File: config.mk
export PLATFORM = sky130hd
export DESIGN_NAME = sync_fifo_param
export DESIGN_NICKNAME = d
export VERILOG_FILES = /design/src/rtl/sync_fifo_pkg.sv /design/src/rtl/fifo_wrap_ptr.sv /design/src/rtl/sync_fifo_param.sv
export SDC_FILE = /design/constraint.sdc
export NUM_CORES = 1
export LEC_CHECK = 0
export ABC_AREA = 0
export BUFFER_PORTS_ARGS = -buffer_cell sky130_fd_sc_hd__buf_2
export CORE_UTILIZATION = 55
export DETAILED_ROUTE_END_ITERATION = 7
export PLACE_DENSITY = 0.76
export REMOVE_ABC_BUFFERS = 1
export SYNTH_ARGS = -nofsm -noshare
export SYNTH_HDL_FRONTEND = slang
export SYNTH_SLANG_ARGS = --single-unit
File: constraint.sdc
create_clock -name clk -period 2.9 [get_ports clk]
set_clock_uncertainty 0.1 [all_clocks]
set_input_delay 0.29 -clock clk [delete_from_list [all_inputs] [get_ports clk]]
set_output_delay 0.29 -clock clk [all_outputs]
set_load 0.005 [all_outputs]
File: src/rtl/sync_fifo_pkg.sv
// Shared defaults and helpers for the parametrised synchronous FIFO.
package sync_fifo_pkg;

  localparam int unsigned DEF_DATA_W   = 8;
  localparam int unsigned DEF_DEPTH    = 16;
  localparam int unsigned DEF_AF_LEVEL = 12;
  localparam int unsigned DEF_AE_LEVEL = 2;

  // Pointer width for a given depth; a depth of 1 would give 0 bits, so clamp to 1.
  function automatic int unsigned ptr_w(input int unsigned depth);
    int unsigned w;
    w = $clog2(depth);
    return (w < 1) ? 1 : w;
  endfunction

endpackage : sync_fifo_pkg

File: src/rtl/fifo_wrap_ptr.sv
// Wrapping address pointer: counts 0..DEPTH-1 and returns to 0, for any DEPTH.
module fifo_wrap_ptr
  import sync_fifo_pkg::*;
#(
  parameter  int unsigned DEPTH = DEF_DEPTH,
  localparam int unsigned PW    = ptr_w(DEPTH)
) (
  input  logic          clk,
  input  logic          rst,
  input  logic          clr,
  input  logic          inc,
  output logic [PW-1:0] ptr
);

  localparam logic [PW-1:0] LAST = PW'(DEPTH - 1);

  logic [PW-1:0] r_ptr;

  // Advance on inc; explicit compare-and-wrap so non-power-of-two depths work.
  always_ff @(posedge clk) begin
    if (!rst || clr) begin
      r_ptr <= '0;
    end else if (inc) begin
      r_ptr <= (r_ptr == LAST) ? '0 : r_ptr + 1'b1;
    end
  end

  assign ptr = r_ptr;

endmodule : fifo_wrap_ptr

File: src/rtl/sync_fifo_param.sv
// Single-clock FIFO with occupancy count, almost flags, flush and sticky error flags.
module sync_fifo_param
  import sync_fifo_pkg::*;
#(
  parameter int unsigned DATA_W   = DEF_DATA_W,
  parameter int unsigned DEPTH    = DEF_DEPTH,
  parameter int unsigned AF_LEVEL = DEF_AF_LEVEL,
  parameter int unsigned AE_LEVEL = DEF_AE_LEVEL,
  parameter int unsigned CNT_W    = $clog2(DEPTH + 1)
) (
  input  logic              clk,
  input  logic              rst,
  input  logic              clr,
  input  logic              wr_en,
  input  logic [DATA_W-1:0] wr_data,
  input  logic              rd_en,
  output logic [DATA_W-1:0] rd_data,
  output logic              rd_valid,
  output logic              full,
  output logic              empty,
  output logic              almost_full,
  output logic              almost_empty,
  output logic [CNT_W-1:0]  count,
  output logic              overflow,
  output logic              underflow
);

  localparam int unsigned PW = ptr_w(DEPTH);

  localparam logic [CNT_W-1:0] FULL_CNT = CNT_W'(DEPTH);
  localparam logic [CNT_W-1:0] AF_CNT   = CNT_W'(AF_LEVEL);
  localparam logic [CNT_W-1:0] AE_CNT   = CNT_W'(AE_LEVEL);

  logic [DATA_W-1:0] r_mem [DEPTH];
  logic [CNT_W-1:0]  r_count;
  logic [DATA_W-1:0] r_rd_data;
  logic              r_rd_valid;
  logic              r_overflow;
  logic              r_underflow;

  logic [PW-1:0]     w_wr_ptr;
  logic [PW-1:0]     w_rd_ptr;
  logic              w_full;
  logic              w_empty;
  logic              w_wr_acc;
  logic              w_rd_acc;

  // Flags decode straight from the registered count.
  assign w_full  = (r_count == FULL_CNT);
  assign w_empty = (r_count == '0);

  // Reset and flush both veto any access in the same cycle.
  assign w_wr_acc = rst & ~clr & wr_en & ~w_full;
  assign w_rd_acc = rst & ~clr & rd_en & ~w_empty;

  fifo_wrap_ptr #(.DEPTH(DEPTH)) u_wr_ptr (
    .clk (clk),
    .rst (rst),
    .clr (clr),
    .inc (w_wr_acc),
    .ptr (w_wr_ptr)
  );

  fifo_wrap_ptr #(.DEPTH(DEPTH)) u_rd_ptr (
    .clk (clk),
    .rst (rst),
    .clr (clr),
    .inc (w_rd_acc),
    .ptr (w_rd_ptr)
  );

  // Storage write; contents are deliberately not reset.
  always_ff @(posedge clk) begin
    if (w_wr_acc) begin
      r_mem[w_wr_ptr] <= wr_data;
    end
  end

  // Occupancy: simultaneous accepted read and write cancel out.
  always_ff @(posedge clk) begin
    if (!rst || clr) begin
      r_count <= '0;
    end else begin
      case ({w_wr_acc, w_rd_acc})
        2'b10:   r_count <= r_count + 1'b1;
        2'b01:   r_count <= r_count - 1'b1;
        default: r_count <= r_count;
      endcase
    end
  end

  // Registered read port; flush keeps the last word but drops the valid strobe.
  always_ff @(posedge clk) begin
    if (!rst) begin
      r_rd_data  <= '0;
      r_rd_valid <= 1'b0;
    end else if (clr) begin
      r_rd_valid <= 1'b0;
    end else begin
      r_rd_valid <= w_rd_acc;
      if (w_rd_acc) begin
        r_rd_data <= r_mem[w_rd_ptr];
      end
    end
  end

  // Sticky error flags, cleared only by reset or flush.
  always_ff @(posedge clk) begin
    if (!rst || clr) begin
      r_overflow  <= 1'b0;
      r_underflow <= 1'b0;
    end else begin
      r_overflow  <= r_overflow  | (wr_en & w_full);
      r_underflow <= r_underflow | (rd_en & w_empty);
    end
  end

  assign rd_data      = r_rd_data;
  assign rd_valid     = r_rd_valid;
  assign full         = w_full;
  assign empty        = w_empty;
  assign almost_full  = (r_count >= AF_CNT);
  assign almost_empty = (r_count <= AE_CNT);
  assign count        = r_count;
  assign overflow     = r_overflow;
  assign underflow    = r_underflow;

  a_count_bound : assert property (@(posedge clk) disable iff (!rst) r_count <= FULL_CNT);
  a_full_empty  : assert property (@(posedge clk) disable iff (!rst) !(w_full && w_empty));
  a_valid_src   : assert property (@(posedge clk) disable iff (!rst) r_rd_valid |-> $past(w_rd_acc));

endmodule : sync_fifo_param
==> results of run 1 <==
## layout make-up
class / instances / area, sq um
Sequential cell: 152 / 4325
Fill cell: 732 / 3691
Multi-Input combinational cell: 170 / 1770
Clock buffer: 17 / 425.4
Timing Repair Buffer: 55 / 357.8
Tap cell: 140 / 175.2
Clock inverter: 14 / 163.9
Inverter: 7 / 26.28
## worst max path at each step
stage	slack, ns	cells after the start	endpoint
after floorplan	-0.12	11	count[4]$_SDFFE_PP0P_
after global placement	0.22	11	count[4]$_SDFFE_PP0P_
after detailed placement	0.16	11	count[4]$_SDFFE_PP0P_
after CTS	0.1	11	count[4]$_SDFFE_PP0P_
after global routing	-0.06	11	count[4]$_SDFFE_PP0P_
final	0.06	11	count[4]$_SDFFE_PP0P_
## stage by stage
step           worst slack (ns)  power [mW]   TNS, ns    util  instances
2_1_floorplan           -0.1218       2.455   -0.1692       -        329
3_3_place_gp             0.2237       2.505         0  0.6056        522
3_5_place_dp             0.1564       2.510         0  0.6056        522
4_1_cts                 0.09617       4.664         0  0.6595        553
5_1_grt                -0.05809       4.761  -0.05809  0.6625        555
6_report                0.05638       4.645         0  0.6625        555
## critical path: cells and delay by family (launching register included)
family                   cells  cell delay, ns
XOR/XNOR                     1            0.17
adder cells (fa/ha/maj)      2            0.36
flip-flops                   1            0.31
AND/OR/NAND/NOR              3            0.78
buffers and inverters        1            0.05
AO/OA/AOI/OAI                4            1.01
## layer usage
metal  track usage  wire [um]
met5             0          0
met4       0.07336        149
met3       0.05244        666
met2        0.3770       6280
met1        0.2983       4878
## state kept, by name (all words and copies together) (netlist names)
| name | cells |
|---|---|
| overflow | 1 |
| underflow | 1 |
| rd_data | 8 |
| u_wr_ptr.ptr | 4 |
| rd_valid | 1 |
| count | 5 |
| u_rd_ptr.ptr | 4 |
| r_mem | 128 |
## placed cells by master, fill, tap and decap left out, types with 2 or more instances in the layout
master,instances
a21oi_1,7
a221o_1,2
a31o_1,8
buf_12,2
buf_2,32
buf_4,21
bufinv_16,2
clkbuf_16,17
clkinv_4,3
clkinvlp_4,2
dfxtp_1,23
edfxtp_1,128
ha_1,7
inv_1,6
inv_6,4
inv_8,2
mux2i_1,20
mux4_2,32
nand2_1,8
nand2b_1,5
nand3_1,7
nor2_1,22
nor3_1,5
nor3b_1,2
o2111ai_4,2
o211ai_1,3
o21ai_0,4
o22ai_1,10
or3_1,2
xor2_1,3
## logic make-up after synthesis
group | after synthesis
AOI/OAI and AO/OA | 47
xor gates and xnor gates | 4
adders and majority gates | 9
buffers and inverters | 30
DFF | 152
muxes | 52
and+or+nand+nor | 58
## power breakdown
part           switching (mW)  internal (mW)  total, mW
sequential            0.00443           2.37       2.38
clock                   0.895           1.28       2.18
combinational          0.0598         0.0283     0.0881
total                   0.959           3.69       4.64
## what timing repair did
item / CTS / global route
buffers inserted: 0 / 2
setup endpoints to repair: 0 / 1
gates resized for setup: 0 / 5
==> flow_summary.toml, run 1 <==
[worst_setup_path]
r2r_setup_slack_ns = 0.06
reg2reg_depth = 11
r2r-start = "count[2]$_SDFFE_PP0P_"
criticalPathCategory = "register to register"
crit_chain = "or4_4, o21ai_2, or2_4, inv_2, ha_4, xor2_1, ha_2, a21oi_1, a221o_1, a2111o_1, nand4_1"
worstPathMaxFanout = 3
crit_path_start_kind = "register"
worstSetupEndpointType = "register"
slowest_stage = "or4_4"
critPathMaxStageDelay_ns = 0.56
rr_endpoint = "count[4]$_SDFFE_PP0P_"
crit_start = "count[2]$_SDFFE_PP0P_"
cp.arrival_ns = 3.10
required_ns = 3.16

[timing]
tightest_slew_ns = 0.9235
fin_crit_sh = 0.9806
fin_crit_ns = 2.844
slew_headroom = 0.3821
fmax_mhz = 351.7
final_max_slew_viol_count = 0
finalHoldViolations = 0
hold_ws_ns = 0.05293
setup_violations = 0

[placement]
dp_hpwl_mm = 7.515
placedInstanceArea_sq_um = 6623
place_congestion = 0.8067
io_buffers = 32

[synthesis]
synth_fa_ha_area_frac = 0.01808
syn_area_sq_um = 6228
synth_edf_count = 128
synth_top_area_frac = 0.6171
synth.most_common_cell = "edfxtp_1"
synth-compound-area-share = 0.06288
synth.avg_cell_area_sq_um = 17.69
ys_warn_count = 0
async_flop_share = 0
synth_common_cells = "edfxtp_1 (128), mux4_2 (32), dfxtp_1 (24), nor2_1 (22), mux2i_1 (20)"
synth_top_flop_cell = "edfxtp_1"
yosys.area_share.simple = 0.04701
yosys.area.top_type = "edfxtp_1"
synth.area.top_cells = "edfxtp_1 (62%), mux4_2 (12%), dfxtp_1 (7.7%), mux2i_1 (3.2%), ha_1 (1.8%)"
synth_cells = 352
synth_xor_area_frac = 0.005625
ys_seq_area_frac = 0.6943
ys_types = 44
ys_ff_latch = 152
synth_top_family_by_area = "multiplexers"
muxShareOfSynthArea = 0.1479

[cts]
insertion_delay_ns = 0.42
cts_num_sinks = 152
cts_buffers = 17
cts_tree = "done"
clock_path_buffers = 2
h-tree-depth = 4
cts.clk_slew.worst_paths_ns = 0.06
root_buffer = "clkbuf_16"
hold_buffers = 0

[hold_path]
hp-class = "input pin to register"
min_from = "wr_en"
hold_path_depth = 3
min_to = "overflow$_SDFF_PP0_"

[power_and_ir_drop]
power_density_nw_per_um2 = 641.1
peakVddDrop_mv = 0.7397
p_leak_nw = 2.395

[global_routing]
grt_pass1_vias = 3401
antenna_found_initial = 0
grt_pass1_wl_mm = 18.89
grt_use_total = 0.2274
grt_max_degree = 36
grt_overflow_total = 0

[cells_and_area]
syn_to_final_growth_pct = 16.31
antenna_cells = 0
drive_gt1_frac = 0.3157
design_area_sq_um = 7244
fin_nets = 425

[routing]
vias = 3337
drc = 0
avgRoutedWirePerCell_um = 21.58
dr.pass1.iters = 5
viasPerCell = 6.013
drtIter0Drc = 187
routed_wirelength_mm = 11.98
ant_nets = 0

[run]
cap_violations = 0

[floorplanning]
core-area_sq_um = 10940
die_area_sq_um = 11750
die_h_um = 108.4
pin_count = 33
fp-row-count = 38
initial_core_util = 0.5696
dieWidth_um = 108.4

[outcome]
status = "finished, final reports clean"
Power figures use the tool's default switching activity.
==> run 2: changes to the inputs <==
--- a/config.mk
+++ b/config.mk
@@ -5,7 +5,7 @@
 export SDC_FILE = /design/constraint.sdc
 export NUM_CORES = 1
 export LEC_CHECK = 0
-export ABC_AREA = 0
+export ABC_AREA = 1
 export BUFFER_PORTS_ARGS = -buffer_cell sky130_fd_sc_hd__buf_2
 export CORE_UTILIZATION = 55
 export DETAILED_ROUTE_END_ITERATION = 7
==> constraint.sdc (replaced) <==
create_clock -name clk -period 2.9 [get_ports clk]
set_clock_uncertainty 0.1 [all_clocks]
set_input_delay 0.58 -clock clk [delete_from_list [all_inputs] [get_ports clk]]
set_output_delay 0.58 -clock clk [all_outputs]
set_load 0.005 [all_outputs]
==> flow_summary.toml, run 2 <==
[cts]
cts_tree = "done"
cts_buffers = 17
root_buffer = "clkbuf_16"
hold_buffers = 0
cts_num_sinks = 152
h-tree-depth = 4
cts_resized = 0
clock_path_buffers = 2
cts.clk_slew.worst_paths_ns = 0.06
insertion_delay_ns = 0.42
postCtsSetupBuffers = 0

[worst_setup_path]
crit_chain = "nor2_2, nand4_2, nand2_4, inv_4, nand2_4, inv_2, ha_1, xor2_1, ha_1, inv_1, nand2_1, nand3_1, nand2_1, nand2_1, nand2_1, nand2_1, a21oi_1"
r2r_setup_slack_ns = 0.28
required_ns = 3.15
critPathMaxStageDelay_ns = 0.47
worstSetupEndpointType = "register"
worstPathMaxFanout = 11
rr_endpoint = "count[4]$_SDFFE_PP0P_"
slowest_stage = "dfxtp_1"
crit_start = "count[1]$_SDFFE_PP0P_"
reg2reg_depth = 17
crit_top_cell = "nand2_1"
r2r-start = "count[1]$_SDFFE_PP0P_"
cp.arrival_ns = 2.87
criticalPathCategory = "register to register"
crit_path_start_kind = "register"

[floorplanning]
initial_core_util = 0.5735
fp-row-count = 39
die_area_sq_um = 12550
pin_count = 33
dieWidth_um = 112.0
core-area_sq_um = 11610
die_h_um = 112.0

[cells_and_area]
utilization = 0.6451
final_common_cell = "nand2_1"
fin_nets = 718
nFillCells = 909
largest_reg_flops = 128
top_register = "r_mem"
seqCellArea_sq_um = 4325
final_cell_mix = "nand2_1 (215), edfxtp_1 (128), nand3_1 (81)"
multi_input_area_sq_um = 1893
drive_gt1_frac = 0.1453
antenna_cells = 0
syn_to_final_growth_pct = 12.49

[routing]
viasPerCell = 5.461
vias = 4653
dr.pass1.iters = 7
avgRoutedWirePerCell_um = 16.91
routed_wirelength_mm = 14.41
drc = 1
drtIter0Drc = 427
ant_nets = 0

[power_and_ir_drop]
power.share.clock = 0.450
peakVddDrop_mv = 0.3181
netSwitchingFraction = 0.2137
combPwrFrac = 0.029
power_density_nw_per_um2 = 610.0
p_leak_nw = 3.137
power_mw = 4.570
p_sw_mw = 0.9768
p_int_mw = 3.594
power_frac_seq = 0.521

[global_routing]
antenna_found_initial = 0
grt_max_degree = 62
grt_overflow_total = 0
grt_pass1_vias = 4636
grt_use_total = 0.2522
grt_pass1_wl_mm = 23.52

[placement]
pre_cts_ws_ns = 0.09928
dp_hpwl_mm = 9.106
io_buffers = 32
place_congestion = 0.8910

[synthesis]
ys_types = 31
synth_top_family_by_area = "simple AND/OR/NAND/NOR gates"
synth_fa_ha_area_frac = 0.01691
synth-compound-area-share = 0.03306
synth_edf_count = 128
yosys.area.top_type = "edfxtp_1"
muxShareOfSynthArea = 0
yosys.area_share.simple = 0.2290
synth_cells = 656
synth_top_flop_cell = "edfxtp_1"
synth_xor_area_frac = 0.005260
ys_warn_count = 0
synth.avg_cell_area_sq_um = 10.15
synth.most_common_cell = "nand2_1"
synth_common_cells = "nand2_1 (215), edfxtp_1 (128), nand3_1 (81), inv_1 (55), nor2_1 (48)"
async_flop_share = 0
ys_seq_area_frac = 0.6493
syn_area_sq_um = 6660
ys_ff_latch = 152
synth.area.top_cells = "edfxtp_1 (58%), nand2_1 (12%), dfxtp_1 (7.2%), nand3_1 (6.1%), inv_1 (3.1%)"
synth_top_area_frac = 0.5771

[timing]
rsz0062_at_grt = "false"
tightest_slew_ns = 0.7802
final_max_slew_viol_count = 0
fin_crit_sh = 0.9030
finalHoldViolations = 0
setup_violations = 0
fmax_mhz = 381.9
fin_crit_ns = 2.619
tns_ns = 0
slew_headroom = 0.4780
fin_ws_ns = 0.2813

[hold_path]
hp-class = "input pin to register"
hold_path_depth = 3
min_from = "wr_en"
min_to = "overflow$_SDFF_PP0_"

[outcome]
violations = "DRC"
status = "complete, but fails checks"

[run]
cap_violations = 0
## run 2: changes by cell type in the layout (fill, tap and decap cells not counted), sizes merged, moves of 4 or more
| cell | delta |
|---|---|
| nand3 | +74 |
| buf | -6 |
| a21oi | +4 |
| mux2i | -20 |
| nand2 | +216 |
| o22ai | -10 |
| o21ai | +12 |
| a31o | -8 |
| clkinv | +7 |
| inv | +51 |
| nand2b | -5 |
| nor2 | +28 |
| nor3 | -5 |
| mux4 | -32 |
## run 2: critical path, delay by kind of cell (launching register included)
family,cells,cell delay (ns)
buf+inv,3,0.30
flops,1,0.47
fa+ha+maj,2,0.48
xor+xnor,1,0.23
compound gates,1,0.13
simple gates,10,0.83
## run 2: kinds of logic after synthesis
| logic type | after synthesis |
|---|---|
| AOI/OAI and AO/OA | 38 |
| adders and majority gates | 9 |
| and+or+nand+nor | 361 |
| DFF | 152 |
| xor gates and xnor gates | 4 |
| buffers and inverters | 92 |
## run 2: per-stage QoR
stage / cells / cell area, sq um / hold slack [ns]
finish: 852 / 7492 / 0.3284
detailed placement: 820 / 6933 / 0.3545
floorplan: 628 / 6465 / 0.3604
global placement: 820 / 6933 / 0.3455
CTS: 852 / 7492 / 0.3217
global route: 852 / 7492 / 0.3488
## run 2: power by group through the flow
stage	clock network [mW]	registers (mW)	logic [mW]
3_3_place_gp	0	2.43	0.126
5_1_grt	2.19	2.38	0.146
2_1_floorplan	0	2.43	0.0594
3_5_place_dp	0	2.43	0.130
6_report	2.06	2.38	0.131
4_1_cts	2.08	2.38	0.132
## run 2: final cells by class
type | instances | share of cell area
clock buffer | 18 | 0.05728
clock inverter | 14 | 0.01737
inverter | 64 | 0.03307
multi-input combinational | 412 | 0.2527
sequential | 152 | 0.5773
tap | 143 | 0.02388
timing repair buffer | 49 | 0.03841
## run 2: worst max path at each step
stage	endpoint	cells past startpoint
2_1_floorplan	rd_data[5]$_SDFFE_PN0P_	9
3_3_place_gp	count[4]$_SDFFE_PP0P_	16
3_5_place_dp	count[4]$_SDFFE_PP0P_	16
4_1_cts	count[4]$_SDFFE_PP0P_	17
5_1_grt	count[4]$_SDFFE_PP0P_	17
6_report	count[4]$_SDFFE_PP0P_	17
## run 2: per-layer routing
metal,share of wire,GRT usage,vias to the layer above
met1,0.41,0.3251,2178
met5,0,0,-
li1,-,-,2255
met4,0.029,0.1093,0
met3,0.064,0.05076,32
met2,0.49,0.4186,188
==> run 3: changes to the inputs <==
--- a/config.mk
+++ b/config.mk
@@ -10,6 +10,7 @@
 export CORE_UTILIZATION = 55
 export DETAILED_ROUTE_END_ITERATION = 7
 export PLACE_DENSITY = 0.76
+export RECOVER_POWER = 50
 export REMOVE_ABC_BUFFERS = 1
 export SYNTH_ARGS = -nofsm -noshare
 export SYNTH_HDL_FRONTEND = slang
==> flow_summary.toml, run 3 (synthesis gave the netlist of run 2 again) <==
[timing]
fin_crit_ns = 2.653
tightest_slew_ns = 1.251
slew_headroom = 0.1657
fin_crit_sh = 0.9147
fmax_mhz = 377.0
rsz0062_at_grt = "false"
finalHoldViolations = 0
final_max_slew_viol_count = 0
hold_ws_ns = 0.3304
tns_ns = 0
setup_violations = 0

[cts]
clock_path_buffers = 2
hold_buffers = 0
root_buffer = "clkbuf_16"
cts.clk_slew.worst_paths_ns = 0.06
cts_tree = "done"
cts_buffers = 17
h-tree-depth = 4
cts_resized = 0
cts_num_sinks = 152
postCtsSetupBuffers = 0
insertion_delay_ns = 0.42

[global_routing]
grt_overflow_total = 0
grtUsageMet2 = 0.4186
top_usage_layer = "met2"
grt_pass1_wl_mm = 23.52
gr-usage-met1 = 0.3251
grt_max_degree = 62
grt_pass1_vias = 4636
antenna_found_initial = 0
grt_use_total = 0.2522
use_met3 = 0.05076

[routing]
viasPerCell = 5.458
ant_nets = 0
routed_wirelength_mm = 14.42
avgRoutedWirePerCell_um = 16.93
drtIter0Drc = 468
drc = 1
vias = 4650
dr.pass1.iters = 7

[run]
cap_violations = 0

[power_and_ir_drop]
p_leak_nw = 3.095
power_density_nw_per_um2 = 611.4
peakVddDrop_mv = 0.3168

[cells_and_area]
syn_to_final_growth_pct = 12.14
largest_reg_flops = 128
drive_gt1_frac = 0.1241
fin_nets = 718
final_cell_mix = "nand2_1 (215), edfxtp_1 (128), nand3_1 (81)"
top_register = "r_mem"
final_common_cell = "nand2_1"
antenna_cells = 0

[floorplanning]
core-area_sq_um = 11610
die_h_um = 112.0
dieWidth_um = 112.0
pin_count = 33
die_area_sq_um = 12550
initial_core_util = 0.5735
fp-row-count = 39

[placement]
dp_hpwl_mm = 9.106
place_congestion = 0.8910
io_buffers = 32

[worst_setup_path]
worstPathMaxFanout = 11
r2r-start = "count[1]$_SDFFE_PP0P_"
worstSetupEndpointType = "register"
crit_path_start_kind = "register"
crit_start = "count[1]$_SDFFE_PP0P_"
required_ns = 3.15
cp.arrival_ns = 2.90
criticalPathCategory = "register to register"

[hold_path]
min_from = "wr_en"
hp-class = "input pin to register"

[outcome]
violations = "DRC"
status = "complete, but fails checks"
run 3: cell types whose count changed in the layout (fill, tap and decap cells not counted), sizes merged:
cell and change:
buf -12, clkbuf +12
run 3: worst max-delay path: stages (launching register included):
cell     delay [ns]
dfxtp_1        0.45
nor2_1         0.12
nand4_2        0.12
nand2_4        0.08
inv_4          0.08
nand2_4        0.10
inv_2          0.18
ha_1           0.30
xor2_1         0.23
ha_1           0.18
inv_1          0.04
nand2_1        0.10
nand3_1        0.13
nand2_1        0.09
nand2_1        0.05
nand2_1        0.06
nand2_1        0.05
a21oi_1        0.12
run 3: path summary, 6_finish.rpt:
kind	end	slack, ns	cells after the start
worst max register to register	count[4]$_SDFFE_PP0P_	0.25	17
worst min-delay path	overflow$_SDFF_PP0_	0.33	3
worst min register to register	underflow$_SDFF_PP0_	0.37	2
worst max-delay path	count[4]$_SDFFE_PP0P_	0.25	17
run 3: layer usage:
| layer | wire length [um] | vias up | part of all wire |
|---|---|---|---|
| met1 | 5892 | 2169 | 0.41 |
| met5 | 0 | - | 0 |
| li1 | - | 2256 | - |
| met2 | 7080 | 190 | 0.49 |
| met4 | 464 | 0 | 0.032 |
| met3 | 983 | 35 | 0.068 |
run 3: cell type report:
cell class,instances,area (sq um)
clock buffer,18,429.2
clock inverter,14,130.1
fill,918,4145
inverter,64,247.7
multi-input combinational,412,1891
sequential,152,4325
tap,143,178.9
timing repair buffer,49,266.5
run 3: power by group:
part           switching, mW  internal (mW)  leakage, nW  total (mW)
clock network          0.873           1.18        0.270        2.06
registers            0.00582           2.38         1.35        2.38
logic                 0.0951         0.0328         1.48       0.128
total                  0.974           3.59         3.09        4.57
run 3: stage by stage:
stage | power [mW] | cell area (sq um) | instances | worst slack (ns) | util
6_report | 4.566 | 7468 | 852 | 0.2475 | 0.6431
5_1_grt | 4.713 | 7468 | 852 | 0.01729 | 0.6431
4_1_cts | 4.595 | 7492 | 852 | 0.2987 | 0.6451
3_5_place_dp | 2.559 | 6933 | 820 | 0.09928 | 0.5970
3_3_place_gp | 2.554 | 6933 | 820 | 0.2332 | 0.5970
2_1_floorplan | 2.490 | 6465 | 628 | 0.1832 | -
